File: config.mk
export PLATFORM = sky130hd
export DESIGN_NAME = fetch_stage
export DESIGN_NICKNAME = d
export VERILOG_FILES = /design/src/rtl/fetch_stage_pkg.sv /design/src/rtl/fetch_stage_pc_reg.sv /design/src/rtl/fetch_stage.sv
export SDC_FILE = /design/constraint.sdc
export NUM_CORES = 1
export LEC_CHECK = 0
export BUFFER_PORTS_ARGS = -buffer_cell sky130_fd_sc_hd__buf_2
export CAP_MARGIN = 0
export CORE_AREA = 4 4 111 113
export DETAILED_ROUTE_END_ITERATION = 10
export DIE_AREA = 0 0 115 117
export PLACE_DENSITY = 0.7
export REMOVE_ABC_BUFFERS = 1
export SLEW_MARGIN = 20
export SYNTH_ARGS = -nofsm -noshare
export SYNTH_HDL_FRONTEND = slang
export SYNTH_SLANG_ARGS = --single-unit
File: constraint.sdc
create_clock -name clk -period 8.5 [get_ports clk]
set_input_delay 0.425 -clock clk [delete_from_list [all_inputs] [get_ports clk]]
set_output_delay 0.425 -clock clk [all_outputs]
set_load 0.02 [all_outputs]
File: src/rtl/fetch_stage_pkg.sv
// Constants and types shared by the fetch stage and the instruction decoder:
// opcode values, fetch FSM encoding and the default reset PC.
package fetch_stage_pkg;

    localparam logic [15:0] RESET_PC_DEFAULT = 16'h0000;

    localparam logic [4:0] OP_HALT = 5'b00000;
    localparam logic [4:0] OP_NOP  = 5'b00001;

    typedef enum logic [2:0] {
        ST_FETCH  = 3'd0,
        ST_WAIT   = 3'd1,
        ST_HOLD   = 3'd2,
        ST_SQUASH = 3'd3,
        ST_HALTED = 3'd4
    } fetch_state_t;

    // One instruction slot: the word plus the two addresses travelling with it.
    typedef struct packed {
        logic [15:0] instr;
        logic [15:0] pc;
        logic [15:0] pc_plus2;
    } if_word_t;

    function automatic logic [4:0] opcode_of(input logic [15:0] instr);
        return instr[15:11];
    endfunction

    function automatic logic is_halt(input logic [15:0] instr);
        return opcode_of(instr) == OP_HALT;
    endfunction

endpackage

File: src/rtl/fetch_stage_pc_reg.sv
// Program counter: synchronous reset, redirect mux and a +2 incrementer that
// wraps modulo 2^16.
module pc_reg
    import fetch_stage_pkg::*;
#(
    parameter logic [15:0] RESET_PC = RESET_PC_DEFAULT
) (
    input  logic        clk,
    input  logic        rst,
    input  logic        advance,
    input  logic        redirect,
    input  logic [15:0] redirect_pc,
    output logic [15:0] pc,
    output logic [15:0] pc_plus2
);

    assign pc_plus2 = pc + 16'd2;

    // NOTE: state registers use non-blocking assignments so every flop samples
    // the pre-edge values of the others, matching real hardware.
    always_ff @(posedge clk) begin
        if (rst) begin
            pc <= RESET_PC;
        end else if (redirect) begin
            pc <= redirect_pc;
        end else if (advance) begin
            pc <= pc_plus2;
        end
    end

endmodule

File: src/rtl/fetch_stage.sv
// Instruction fetch stage: issues one imem request at a time, presents fetched
// words to decode with a one-entry skid buffer, honours redirects and HALT.
module fetch_stage
    import fetch_stage_pkg::*;
#(
    parameter logic [15:0] RESET_PC = RESET_PC_DEFAULT
) (
    input  logic        clk,
    input  logic        rst,
    output logic        imem_req,
    output logic [15:0] imem_addr,
    input  logic        imem_rdy,
    input  logic [15:0] imem_data,
    input  logic        redirect,
    input  logic [15:0] redirect_pc,
    input  logic        stall,
    output logic        if_valid,
    output logic [15:0] if_instr,
    output logic [15:0] if_pc,
    output logic [15:0] if_pc_plus2,
    output logic        halted
);

    fetch_state_t state;
    fetch_state_t load_next;
    if_word_t     slot_word;
    if_word_t     pend_word;
    if_word_t     rsp_word;
    if_word_t     load_word;
    logic [15:0]  pc;
    logic [15:0]  pc_plus2;
    logic         slot_free;
    logic         redirect_take;
    logic         rsp_accept;
    logic         pend_capture;
    logic         load_slot;
    logic         load_halt;

    pc_reg #(
        .RESET_PC (RESET_PC)
    ) u_pc_reg (
        .clk         (clk),
        .rst         (rst),
        .advance     (rsp_accept),
        .redirect    (redirect_take),
        .redirect_pc (redirect_pc),
        .pc          (pc),
        .pc_plus2    (pc_plus2)
    );

    assign slot_free     = !if_valid || !stall;
    assign redirect_take = redirect && (state != ST_HALTED);

    // A response in WAIT is kept unless a redirect lands in the same cycle.
    assign rsp_accept    = (state == ST_WAIT) && imem_rdy && !redirect;
    assign pend_capture  = rsp_accept && !slot_free;
    assign load_slot     = slot_free && (rsp_accept || ((state == ST_HOLD) && !redirect));

    assign rsp_word      = {imem_data, pc, pc_plus2};
    assign load_word     = (state == ST_HOLD) ? pend_word : rsp_word;
    assign load_halt     = is_halt(load_word.instr);
    assign load_next     = load_halt ? ST_HALTED : ST_FETCH;

    assign imem_req      = !rst && (state == ST_FETCH) && slot_free && !redirect;
    assign imem_addr     = pc;

    assign if_instr      = slot_word.instr;
    assign if_pc         = slot_word.pc;
    assign if_pc_plus2   = slot_word.pc_plus2;

    // NOTE: the pending entry is plain data qualified by the HOLD state, so it
    // carries no reset; only control state needs a defined value out of reset.
    always_ff @(posedge clk) begin
        if (pend_capture) begin
            pend_word <= rsp_word;
        end
    end

    always_ff @(posedge clk) begin
        if (rst) begin
            state     <= ST_FETCH;
            if_valid  <= 1'b0;
            slot_word <= '0;
            halted    <= 1'b0;
        end else begin
            // Decode takes the word on any unstalled edge; a reload below wins.
            if (if_valid && !stall) begin
                if_valid <= 1'b0;
            end

            case (state)
                ST_FETCH: begin
                    if (redirect) begin
                        if_valid <= 1'b0;
                    end else if (slot_free) begin
                        state <= ST_WAIT;
                    end
                end
                ST_WAIT: begin
                    if (redirect) begin
                        if_valid <= 1'b0;
                        state    <= imem_rdy ? ST_FETCH : ST_SQUASH;
                    end else if (imem_rdy) begin
                        state <= slot_free ? load_next : ST_HOLD;
                    end
                end
                ST_HOLD: begin
                    if (redirect) begin
                        if_valid <= 1'b0;
                        state    <= ST_FETCH;
                    end else if (slot_free) begin
                        state <= load_next;
                    end
                end
                ST_SQUASH: begin
                    if (imem_rdy) begin
                        state <= ST_FETCH;
                    end
                end
                ST_HALTED: begin
                end
                default: begin
                    state <= ST_FETCH;
                end
            endcase

            if (load_slot) begin
                if_valid  <= 1'b1;
                slot_word <= load_word;
                if (load_halt) begin
                    halted <= 1'b1;
                end
            end
        end
    end

endmodule
==> impl_metrics.tcl, run 1 <==
set metrics [dict create \
    status "complete, no violations" \
    netlist.area_leader.share 0.283 \
    fin_crit_sh 0.268 \
    ys_ff_latch 115 \
    finalSetupViolCount 0 \
    yosysTopAreaCell "edfxtp_1" \
    portBuffers 103 \
    cts_buffer_depth 2 \
    cp-end-kind "register" \
    crit_required_ns 8.82 \
    netlist_instances 486 \
    h-tree-depth 4 \
    slew_headroom 0.355 \
    grt-ovfl-total 0 \
    tightest_slew_ns 0.962 \
    max_freq_mhz 439 \
    worstSetupPathType "register to register" \
    hold_path.class "primary input to register" \
    grt_max_degree 86 \
    synth_enable_flop_cells 47 \
    drt-initial-drc-count 392 \
    postCtsSetupBuffers 0 \
    die_y_microns 117 \
    ys_types 57 \
    numCtsBuffers 17 \
    cellPowerDensity_nw_per_um2 236 \
    yosysSeqAreaShare 0.557 \
    power_mw 1.43 \
    antenna_cells 0 \
    skew_ns 0.00561 \
    regMostFlops "pend_word" \
    dr.pass1.iters 5 \
    cts_num_sinks 115 \
    critPathLaunchType "register" \
    yosys_most_used_dff "dfxtp_1" \
    path_clk_slew_ns 0.05 \
    synthArstFlopShare 0 \
    cp.arrival_ns 2.60 \
    synth_area_leaders "edfxtp_1, dfxtp_1, nand2_1" \
    rsz0062_at_grt "no" \
    worstPathMaxFanout 85 \
    syn_area_sq_um 4980 \
    place.gp.congestion 0.792 \
    drt-wirelength-per-cell_microns 17.2 \
    vdd_drop_max_mv 0.132 \
    syn_area_per_cell_sq_um 10.2 \
    r2r-start "state[0]$_SDFFE_PP0P_" \
    cts-root-buf "clkbuf_16" \
    row_count 39 \
    area_delta_synth_final_pct 22.0 \
    grt_first_pass_wirelength_microns 19600 \
    remaining_drc_errors 0 \
    synth_common_cells "nand2_1, dfxtp_1, edfxtp_1, nor2_1, a311oi_1" \
    drive_gt1_frac 0.269 \
    nets 608 \
    core-area_sq_um 11300 \
    cts_tree "built" \
    avgViaCountPerCell 5.64 \
    yosysWarnings 0 \
    hold_start "imem_data[8]" \
    clk_latency_ns 0.40 \
    yosysMostFrequentCell "nand2_1" \
    min_period_ns 2.28 \
    ioPinCount 104 \
    place_ws_ns 6.15 \
    setup_ws_ns 6.22 \
    hpwl_microns 7840 \
    fp.dieW_microns 115 \
    crit_start "state[0]$_SDFFE_PP0P_" \
    cts_resized 0 \
    layoutNonFillerInstCount 726 \
    largest_reg_flops 47 \
    ant_nets 0 \
    vias 4096 \
    fin_tns_setup_ns 0 \
    drt-total-wl_microns 12500 \
    hold_buffers 0 \
    grt_antenna_before_repair 0 \
    final_max_slew_viol_count 0 \
    initial_utilization 0.440 \
    hold_viol_final 0 \
    grt_use_total 0.187 \
    leakagePower_nw 2.36 \
    maxCapViolations 0 \
    dp_cells 694 \
    grt_pass1_vias 3834 \
    dieArea_sq_um 13500 \
]
critical path, cell delays in order (launching register included):
cell,delay [ns]
dfxtp_1,0.57
and3b_1,0.27
o211a_4,0.80
o311ai_0,0.31
a21oi_1,0.22
metal layers:
| metal | up-vias | share of wire | routed length [microns] | global-route usage |
|---|---|---|---|---|
| met5 | - | 0 | 0 | 0 |
| met4 | 0 | 0.010 | 127 | 0.0563 |
| met3 | 14 | 0.064 | 801 | 0.0638 |
| met2 | 129 | 0.48 | 5980 | 0.294 |
| met1 | 1995 | 0.45 | 5600 | 0.244 |
| li1 | 1958 | - | - | - |
power breakdown:
group	internal, mW	switching [mW]	leakage [nW]
registers	0.589	0.0176	0.993
logic	0.0386	0.0666	1.08
clock network	0.483	0.237	0.293
layout by cell type, fill, tap and decap left out, types with 9 or more instances in the layout:
| master | count |
|---|---|
| buf_2 | 103 |
| nand2_1 | 88 |
| dfxtp_1 | 68 |
| edfxtp_1 | 47 |
| nor2_1 | 41 |
| a311oi_1 | 32 |
| a21oi_1 | 18 |
| clkbuf_16 | 17 |
| nand3_1 | 12 |
| inv_1 | 11 |
| nor3_1 | 9 |
| a22oi_1 | 9 |
worst paths after layout:
path / end / slack, ns / depth (start not counted)
hold reg to reg: halted$_SDFFE_PP0P_ / 0.46 / 2
setup / recovery: if_pc_plus2[8]$_SDFFE_PP0P_ / 6.22 / 4
hold / removal: pend_word[40]$_DFFE_PP_ / 0.21 / 1
setup reg to reg: if_pc_plus2[8]$_SDFFE_PP0P_ / 6.22 / 4
kinds of logic after synthesis:
kind of cell | synth area share
XOR/XNOR | 0.0158
flip-flops | 0.557
buffers and inverters | 0.0593
adder cells (fa/ha/maj) | 0.00251
AO/OA/AOI/OAI | 0.168
multiplexers | 0.00854
AND/OR/NAND/NOR | 0.189
metrics by stage:
| stage | utilization | hold WS [ns] | instance area, sq um |
|---|---|---|---|
| after floorplan | - | 0.459 | 4730 |
| after global placement | 0.484 | 0.441 | 5480 |
| after detailed placement | 0.484 | 0.452 | 5480 |
| after CTS | 0.537 | 0.202 | 6080 |
| after global routing | 0.537 | 0.199 | 6080 |
| final | 0.537 | 0.213 | 6080 |
final cells by class:
| class | count | area, sq um |
|---|---|---|
| inverter | 11 | 41.3 |
| sequential | 115 | 2770 |
| clock buffer | 18 | 429 |
| timing repair buffer | 108 | 553 |
| clock inverter | 14 | 168 |
| fill | 1038 | 5240 |
| tap | 143 | 179 |
| multi-input combinational | 317 | 1930 |
(Power assumes the default switching activity.)
==> run 2, diff against run 1 <==
==> constraint.sdc (replaced) <==
create_clock -name clk -period 2.29 [get_ports clk]
set_input_delay 0.1145 -clock clk [delete_from_list [all_inputs] [get_ports clk]]
set_output_delay 0.1145 -clock clk [all_outputs]
set_load 0.02 [all_outputs]
==> run 2 against run 1 <==
  * Clock skew grew 0.0035 ns
  * Largest cell class unchanged
  * Critical endpoint is now pend_word[15]$_DFFE_PP_
  * Critical path type unchanged
  * Global-route usage grew 1.5 points
  * Hold slack lost 0.21 ns
  * Largest power group unchanged
  * Combinational power grew to 4.2 times the previous value
==> impl_metrics.tcl, run 2 (synthesis results as in run 1) <==
set metrics [dict create \
    max_freq_mhz 487 \
    status "complete, no violations" \
    grt_use_total 0.201 \
    timing.reg2reg.setup_slack_ns 0.24 \
    ioPinCount 104 \
    grt_max_degree 47 \
    leakagePower_nw 2.49 \
    final_common_cell "buf_2" \
    largest_reg_flops 47 \
    grt_antenna_before_repair 0 \
    use_met1 0.260 \
    remaining_drc_errors 0 \
    slew_headroom 0.546 \
    multiInputGateArea_sq_um 1930 \
    grtUsageMet2 0.329 \
    hpwl_microns 9020 \
    grt.busiest_layer "met2" \
    finalSetupViolCount 0 \
    tightest_slew_ns 0.678 \
    clk_latency_ns 0.41 \
    place.gp.congestion 0.836 \
    drt-initial-drc-count 288 \
    cts_tree "built" \
    layout_common_cells "buf_2, nand2_1, dfxtp_1" \
    power_mw 5.14 \
    avgViaCountPerCell 5.53 \
    hold_path.class "primary input to register" \
    nets 640 \
    regMostFlops "pend_word" \
    grtUsageMet3 0.0499 \
    crit_required_ns 2.44 \
    dr.pass1.iters 5 \
    vdd_drop_max_mv 0.505 \
    cellPowerDensity_nw_per_um2 807 \
    rsz0062_at_grt "no" \
    worstSetupPathType "register to register" \
    seq_area_sq_um 2770 \
    die_y_microns 117 \
    min_period_ns 2.05 \
    grt_first_pass_wirelength_microns 21100 \
    antenna_cells 0 \
    vias 4183 \
    maxCapViolations 0 \
    ant_nets 0 \
    fp.dieW_microns 115 \
    skew_ns 0.00915 \
    worstPathMaxFanout 8 \
    numCtsBuffers 17 \
    dieArea_sq_um 13500 \
    cts-root-buf "clkbuf_16" \
    area_delta_synth_final_pct 27.8 \
    critPathLaunchType "register" \
    cts_resized 0 \
    drt-wirelength-per-cell_microns 17.4 \
    row_count 39 \
    core-area_sq_um 11300 \
    portBuffers 103 \
    cts_buffer_depth 2 \
    cp-end-kind "register" \
    drive_gt1_frac 0.277 \
    place_ws_ns 0.273 \
    fin_crit_sh 0.896 \
    initial_utilization 0.440 \
    cp.arrival_ns 2.20 \
    setup_ws_ns 0.238 \
    grt-ovfl-total 0 \
    final_max_slew_viol_count 0 \
    h-tree-depth 4 \
    hold_viol_final 0 \
    grt_pass1_vias 4146 \
    fin_tns_setup_ns 0 \
    path_clk_slew_ns 0.05 \
    fillerInstances 988 \
    cts_num_sinks 115 \
    drt-total-wl_microns 13100 \
]
-- run 2: cell count changes in the layout (fill, tap and decap cells not counted) --
cell	previous run	this run
buf_12	0	4
buf_4	5	14
bufinv_16	4	2
dlygate4sd3_1	0	19
clkinvlp_4	1	3
clkinv_1	4	3
-- run 2: report_power, final --
| group | internal (mW) | leakage (nW) | switching (mW) |
|---|---|---|---|
| sequential | 2.19 | 0.993 | 0.0611 |
| combinational | 0.179 | 1.24 | 0.262 |
| clock | 1.57 | 0.264 | 0.883 |
| total | 3.93 | 2.49 | 1.21 |
-- run 2: critical path, stage by stage (launching register included) --
cell and delay [ns]:
dfxtp_1 0.45, ha_1 0.34, nand3_1 0.27, nor4_1 0.44
xnor2_1 0.22, inv_1 0.07
-- run 2: what timing repair did --
item / CTS / global route
endpoints found under the hold margin: 31 / 0
hold buffers: 19 / 0
endpoints found under the setup margin: 0 / 0
setup buffers: 0 / 0
-- run 2: final timing paths --
kind / from / to / cells after the start
setup reg to reg: u_pc_reg.pc[1]$_SDFFE_PP0P_ / pend_word[15]$_DFFE_PP_ / 5
hold reg to reg: halted$_SDFFE_PP0P_ / halted$_SDFFE_PP0P_ / 2
hold / removal: redirect_pc[8] / u_pc_reg.pc[8]$_SDFFE_PP0P_ / 3
setup / recovery: u_pc_reg.pc[1]$_SDFFE_PP0P_ / pend_word[15]$_DFFE_PP_ / 5
-- run 2: final cells by class --
type / instances / area share
Clock inverter: 13 / 0.0187
Multi-Input combinational cell: 317 / 0.304
Clock buffer: 18 / 0.0674
Timing Repair Buffer: 140 / 0.140
Sequential cell: 115 / 0.436
Tap cell: 143 / 0.0281
Inverter: 11 / 0.00649
-- run 2: routing by layer --
metal / routed length (microns) / vias up / share of wire
met5: 0 / - / 0
met4: 206 / 0 / 0.016
met3: 1030 / 20 / 0.078
met2: 6310 / 145 / 0.48
met1: 5600 / 1990 / 0.43
li1: - / 2028 / -
-- run 2: per-stage QoR --
stage	cell area, sq um	hold WS, ns	std cells	utilization
2_1_floorplan	4730	0.184	443	-
3_5_place_dp	5630	0.313	707	0.497
3_3_place_gp	5630	0.309	707	0.497
5_1_grt	6370	0.0106	757	0.562
4_1_cts	6370	0.000377	757	0.562
6_report	6370	0.00389	757	0.562
